<file path="config.mk">
export PLATFORM = sky130hd
export DESIGN_NAME = csa_final_merge
export DESIGN_NICKNAME = d
export VERILOG_FILES = /design/src/rtl/csa_pkg.sv /design/src/rtl/csa_final_merge_chunk_add.sv /design/src/rtl/csa_final_merge.sv
export SDC_FILE = /design/constraint.sdc
export NUM_CORES = 1
export LEC_CHECK = 0
export BUFFER_PORTS_ARGS = -buffer_cell sky130_fd_sc_hd__buf_4
export CORE_MARGIN = 5
export CORE_UTILIZATION = 40
export DETAILED_ROUTE_END_ITERATION = 7
export GPL_TIMING_DRIVEN = 0
export SETUP_SLACK_MARGIN = 0.05
export SLEW_MARGIN = 20
export SYNTH_ARGS = -nofsm -noshare
export SYNTH_HDL_FRONTEND = slang
export SYNTH_SLANG_ARGS = --single-unit
</file>
<file path="constraint.sdc">
create_clock -name clk -period 2.6 [get_ports clk]
set_input_delay 0.52 -clock clk [delete_from_list [all_inputs] [get_ports clk]]
set_output_delay 0.52 -clock clk [all_outputs]
set_load 0.005 [all_outputs]
</file>
<file path="src/rtl/csa_pkg.sv">
// -----------------------------------------------------------------------------
// csa_pkg
// Shared declarations for the carry-save final-merge block.
//   state_t  : IDLE / BUSY / DONE controller states
//   ceil_div : integer ceiling divide, used to size the number of slice cycles
// -----------------------------------------------------------------------------
package csa_pkg;

    typedef enum logic [1:0] {
        IDLE = 2'd0,
        BUSY = 2'd1,
        DONE = 2'd2
    } state_t;

    // Number of CHUNK-wide slices needed to cover a WIDTH-bit operand.
    function automatic int ceil_div(input int num, input int den);
        return (num + den - 32'sd1) / den;
    endfunction

endpackage

</file>
<file path="src/rtl/csa_final_merge_chunk_add.sv">
// -----------------------------------------------------------------------------
// fa_cell / merge_chunk_add
// Combinational slice adder for the final merge.
//   fa_cell         : single-bit full adder
//                     a_i, b_i, ci_i -> s_o, co_o
//   merge_chunk_add : CHUNK_BITS-wide ripple of fa_cell instances
//                     a_i[CHUNK_BITS], b_i[CHUNK_BITS], cin_i -> sum_o, cout_o
// -----------------------------------------------------------------------------
module fa_cell (
    input  logic a_i,
    input  logic b_i,
    input  logic ci_i,
    output logic s_o,
    output logic co_o
);
    assign s_o  = a_i ^ b_i ^ ci_i;
    assign co_o = (a_i & b_i) | (ci_i & (a_i ^ b_i));
endmodule

module merge_chunk_add #(
    parameter int CHUNK_BITS = 4
) (
    input  logic [CHUNK_BITS-1:0] a_i,
    input  logic [CHUNK_BITS-1:0] b_i,
    input  logic                  cin_i,
    output logic [CHUNK_BITS-1:0] sum_o,
    output logic                  cout_o
);
    // carry_s[k] is the carry into bit k; carry_s[CHUNK_BITS] leaves the slice
    logic [CHUNK_BITS:0] carry_s;

    assign carry_s[0] = cin_i;

    for (genvar k = 0; k < CHUNK_BITS; k++) begin : g_fa
        fa_cell u_fa (
            .a_i  (a_i[k]),
            .b_i  (b_i[k]),
            .ci_i (carry_s[k]),
            .s_o  (sum_o[k]),
            .co_o (carry_s[k+1])
        );
    end

    assign cout_o = carry_s[CHUNK_BITS];
endmodule

</file>
<file path="src/rtl/csa_final_merge.sv">
// -----------------------------------------------------------------------------
// csa_final_merge
// Resolves the final sum/carry row of a carry-save multiplier array into a
// binary product, one CHUNK_BITS slice per cycle, LSB slice first.
//   hi      = ({1'b0, sum_vec[W-1:1]} + carry_vec) mod 2^W
//   product = {hi, lo_bits}
//
// Ports
//   clk, rst              : clock, synchronous active-high reset
//   in_valid / in_ready   : operand handshake (ready only in IDLE)
//   sum_vec, carry_vec    : W-bit final carry-save row
//   lo_bits               : M already-resolved low product bits
//   out_valid / out_ready : product handshake (valid only in DONE)
//   product               : W+M-bit registered result
//   ovf_err               : sticky carry-out-of-bit-W-1 flag, only present when
//                           CSA_MERGE_OVF_CHK_EN is defined
// -----------------------------------------------------------------------------
module csa_final_merge
    import csa_pkg::*;
#(
    parameter int MAX_MLTCND_BITS = 12,
    parameter int MAX_MLTPLR_BITS = 9,
    parameter int CHUNK_BITS      = 4
) (
    input  logic                                     clk,
    input  logic                                     rst,
    input  logic                                     in_valid,
    output logic                                     in_ready,
    input  logic [MAX_MLTCND_BITS-1:0]               sum_vec,
    input  logic [MAX_MLTCND_BITS-1:0]               carry_vec,
    input  logic [MAX_MLTPLR_BITS-1:0]               lo_bits,
    output logic                                     out_valid,
    input  logic                                     out_ready,
    output logic [MAX_MLTCND_BITS+MAX_MLTPLR_BITS-1:0] product
`ifdef CSA_MERGE_OVF_CHK_EN
    ,
    output logic                                     ovf_err
`endif
);

    localparam int W     = MAX_MLTCND_BITS;
    localparam int M     = MAX_MLTPLR_BITS;
    localparam int C     = CHUNK_BITS;
    localparam int N     = ceil_div(W, C);
    localparam int NC    = N * C;
    // width of the final (possibly truncated) slice
    localparam int LAST  = W - (N - 1) * C;
    localparam int IDX_W = (N > 1) ? $clog2(N) : 1;
    localparam logic [IDX_W-1:0] IDX_LAST = IDX_W'(N - 1);

    state_t            state_q;
    logic [NC-1:0]     a_q;        // shifted sum row, consumed C bits per cycle
    logic [NC-1:0]     b_q;        // carry row, consumed C bits per cycle
    logic [NC-1:0]     res_q;      // result slices shift in from the top
    logic [M-1:0]      lo_q;
    logic [IDX_W-1:0]  idx_q;
    logic              cin_q;
    logic              in_ready_q;
    logic              out_valid_q;
    logic [W+M-1:0]    product_q;

    logic [C-1:0]      chunk_sum_s;
    logic              chunk_cout_s;
    logic [NC+C-1:0]   res_wide_s;
    logic [NC-1:0]     res_d;
    logic              last_slice_s;

    merge_chunk_add #(
        .CHUNK_BITS (C)
    ) u_chunk_add (
        .a_i    (a_q[C-1:0]),
        .b_i    (b_q[C-1:0]),
        .cin_i  (cin_q),
        .sum_o  (chunk_sum_s),
        .cout_o (chunk_cout_s)
    );

    // Next result image: new slice enters at the top, after N cycles slice 0
    // has drifted down to bit 0.
    always_comb begin
        res_wide_s   = {chunk_sum_s, res_q};
        res_d        = res_wide_s[NC+C-1:C];
        last_slice_s = (idx_q == IDX_LAST);
    end

`ifdef CSA_MERGE_OVF_CHK_EN
    logic              ovf_q;
    logic [C:0]        chunk_full_s;
    logic              last_carry_s;

    // Carry out of bit W-1: operand bits above W are zero, so for a truncated
    // final slice the carry appears at bit LAST of the slice sum.
    always_comb begin
        chunk_full_s = {chunk_cout_s, chunk_sum_s};
        last_carry_s = chunk_full_s[LAST];
    end

    // Sticky overflow flag, cleared only by reset.
    always_ff @(posedge clk) begin
        if (rst) begin
            ovf_q <= 1'b0;
        end else if ((state_q == BUSY) && last_slice_s && last_carry_s) begin
            ovf_q <= 1'b1;
        end else begin
            ovf_q <= ovf_q;
        end
    end

    assign ovf_err = ovf_q;
`endif

    // Controller, datapath registers and registered handshake outputs.
    always_ff @(posedge clk) begin
        if (rst) begin
            state_q     <= IDLE;
            a_q         <= '0;
            b_q         <= '0;
            res_q       <= '0;
            lo_q        <= '0;
            idx_q       <= '0;
            cin_q       <= 1'b0;
            in_ready_q  <= 1'b1;
            out_valid_q <= 1'b0;
            product_q   <= '0;
        end else begin
            case (state_q)
                IDLE: begin
                    if (in_valid && in_ready_q) begin
                        a_q        <= NC'(sum_vec >> 1);
                        b_q        <= NC'(carry_vec);
                        lo_q       <= lo_bits;
                        res_q      <= '0;
                        idx_q      <= '0;
                        cin_q      <= 1'b0;
                        in_ready_q <= 1'b0;
                        state_q    <= BUSY;
                    end
                end
                BUSY: begin
                    a_q   <= a_q >> C;
                    b_q   <= b_q >> C;
                    res_q <= res_d;
                    cin_q <= chunk_cout_s;
                    idx_q <= idx_q + IDX_W'(1);
                    if (last_slice_s) begin
                        // carry beyond bit W-1 is dropped by the truncation
                        product_q   <= {res_d[W-1:0], lo_q};
                        out_valid_q <= 1'b1;
                        state_q     <= DONE;
                    end
                end
                DONE: begin
                    if (out_ready) begin
                        out_valid_q <= 1'b0;
                        in_ready_q  <= 1'b1;
                        state_q     <= IDLE;
                    end
                end
                default: begin
                    out_valid_q <= 1'b0;
                    in_ready_q  <= 1'b1;
                    state_q     <= IDLE;
                end
            endcase
        end
    end

    assign in_ready  = in_ready_q;
    assign out_valid = out_valid_q;
    assign product   = product_q;

endmodule

</file>
==> results_dict.tcl <==
set metrics [dict create \
    grt_pass1_wl_um 10600 \
    finalHoldViolCount 0 \
    pwr-share-comb_pct 14.2 \
    syn_area_per_cell_um2 8.54 \
    clockPowerShare_pct 33.0 \
    critPathArrivalTime_ns 2.61 \
    firstDrtPassIters 4 \
    clkSlewWorstSetupHoldPaths_ns 0.07 \
    area_growth_pct 25.6 \
    worstPathCellList "inv_1, fa_1, inv_1, fa_1, fa_1, fa_1, a22o_1" \
    whs_endpoint "b_q[8]" \
    ys_async_sr_fraction_pct 0 \
    dieArea_um2 8390 \
    max_cap_viol_count 0 \
    antenna_found_initial 0 \
    ir_drop_uv 362 \
    synth-edff-count 0 \
    grtUsageMet2_pct 25.4 \
    die_h_um 91.6 \
    fin_crit_ns 2.39 \
    setup_violations 0 \
    grtUsageTotal_pct 15.7 \
    io_buffers 57 \
    initial_core_util_pct 41.5 \
    crit_family "adder cells" \
    rsz0062_at_grt "false" \
    fin_ws_ns 0.215 \
    fin_util_pct 52.1 \
    met3_usage_pct 6.20 \
    ant_nets 0 \
    seq_area_frac_synth_pct 51.1 \
    critPathBufInv 2 \
    max_stage_delay_ns 0.54 \
    crit_fanout 2 \
    fmax_mhz 419 \
    power_switching_w 0.000567 \
    drt_iter0_drc 79 \
    p_leak_nw 1.35 \
    syn_inst 312 \
    mostFrequentLayoutCells "nand2_1 (98), dfxtp_1 (68), buf_4 (62)" \
    synth_cell_types 28 \
    rrSetupSlack_ns 0.21 \
    grt_pass1_vias 2228 \
    place.gp.congestion 0.796 \
    diodes 0 \
    hold_buffers 0 \
    tns_ns 0 \
    critPathLaunchType "register" \
    worstSetupPathType "reg -> reg" \
    dr_total_vias 2274 \
    nets 422 \
    p_sw_share_pct 26.2 \
    htreeDepth 3 \
    finClkSkew_ns 0.00736 \
    syn-num-nets 354 \
    cts_resized 0 \
    numCtsBuffers 9 \
    grt_overflow 0 \
    outcome "finished clean" \
    drive_above_1_share_pct 23.2 \
    crit_slowest_cell "fa_1" \
    drt-vias-per-instance 4.94 \
    cts_tree "yes" \
    synth_seq_cells 68 \
    timing.rr.start "a_q[0]" \
    endpoint_kind "register" \
    top_usage_layer "met2" \
    cts_sinks 68 \
    internal_power_w 0.00160 \
    netlist_area_um2 2660 \
    wl_per_cell_um 13.5 \
    hold_path_depth 3 \
    relSlewSlack_pct 63.0 \
    final_common_cell "nand2_1" \
    slew_violations 0 \
    tightest_slew_ns 0.555 \
    ff2ff_path_depth 7 \
    routed_wl_um 6210 \
    synthFlopType "dfxtp_1" \
    cts.path.max_buffers 2 \
    ys_warn_count 0 \
    dp_hpwl_um 4600 \
    die_w_um 91.6 \
    finalCritPeriodShare_pct 91.7 \
    core_area_um2 6420 \
    pin_count 60 \
    path_common_cell "fa_1" \
    reg2reg_to "res_q[11]" \
    rows 29 \
    grt_max_degree 11 \
    clk_latency_ns 0.34 \
    power_w 0.00217 \
    drc 0 \
    min_path_type "in -> reg" \
    seq_power_share_pct 52.7 \
    dp_slack_ns 0.203 \
    worstHoldStart "carry_vec[8]" \
    cp.required_ns 2.83 \
    power_density_nw_per_um2 648 \
    post-cts-setup-buffers 0 \
    grtUsageMet1_pct 19.1 \
    cts-root-buf "clkbuf_8" \
]
## flip-flops by register name, summed over array words and instances (netlist names)
register   count
a_q           11
b_q           12
cin_q          1
idx_q          2
in_ready       1
lo_q           9
out_valid      1
product       21
res_q          8
state_q        2
## tightest hold or removal path, delay by kind of cell
family	cells	cell delay (ns)
compound gates	1	0.05
buf+inv	1	0.11
simple gates	1	0.04
## worst max-delay path by stage
stage,from,to,slack (ns),cells past startpoint
final,a_q[0],res_q[11],0.21,7
after global routing,a_q[0],res_q[11],0.12,7
after CTS,a_q[0],res_q[11],0.18,7
after detailed placement,a_q[0],res_q[11],0.20,7
after global placement,cin_q,res_q[11],0.23,7
after floorplan,cin_q,res_q[11],0.34,7
## Yosys cell counts (2+ instances only)
cell type / count / share of area, %
buf_6: 2 / 0.85
nor2_1: 7 / 0.99
nand2_1: 98 / 14
nand3_1: 9 / 1.7
nand2b_1: 2 / 0.47
dfxtp_1: 68 / 51
a21oi_1: 40 / 7.5
buf_2: 10 / 1.9
fa_1: 4 / 3.0
o2bb2ai_1: 2 / 0.66
a311oi_1: 15 / 4.9
nor3_1: 15 / 2.8
clkbuf_1: 9 / 1.3
inv_1: 6 / 0.85
buf_4: 5 / 1.4
a22o_1: 8 / 2.6
## power groups by stage
stage	Sequential [W]	Combinational, W	Clock, W
global route	0.00115	0.000348	0.000783
floorplan	0.00116	0.000209	0
CTS	0.00114	0.000312	0.000741
detailed placement	0.00117	0.000312	0
finish	0.00114	0.000309	0.000716
global placement	0.00117	0.000313	0
## per-layer routing
metal	part of all wire, %	routed length (um)
met5	0	0
met4	1.2	73
met3	5.9	365
met2	47	2940
met1	46	2830
## kinds of logic (layout without fill, tap and decap cells)
logic type / count (synthesis) / count (layout) / share of synthesized area, %
adders and majority gates: 5 / 5 / 3.48
DFF: 68 / 68 / 51.1
AOI/OAI and AO/OA: 69 / 69 / 16.8
and+or+nand+nor: 138 / 138 / 22.4
buffers and inverters: 32 / 103 / 6.25
## stage by stage
| stage | hold slack, ns | cell area, um2 | cells |
|---|---|---|---|
| finish | 0.426 | 3340 | 460 |
| global route | 0.410 | 3340 | 460 |
| CTS | 0.410 | 3340 | 460 |
| detailed placement | 0.443 | 3190 | 446 |
| global placement | 0.440 | 3190 | 446 |
| floorplan | 0.432 | 2660 | 312 |
## area by class of cell
type                            count  area [um2]
Sequential cell                    68        1360
Buffer                             26         144
Multi-Input combinational cell    212        1140
Inverter                            6        22.5
Tap cell                           77        96.3
Fill cell                         652        3080
Timing Repair Buffer               57         428
Clock buffer                       11         141
Clock inverter                      3        15.0
(Power assumes the default switching activity.)
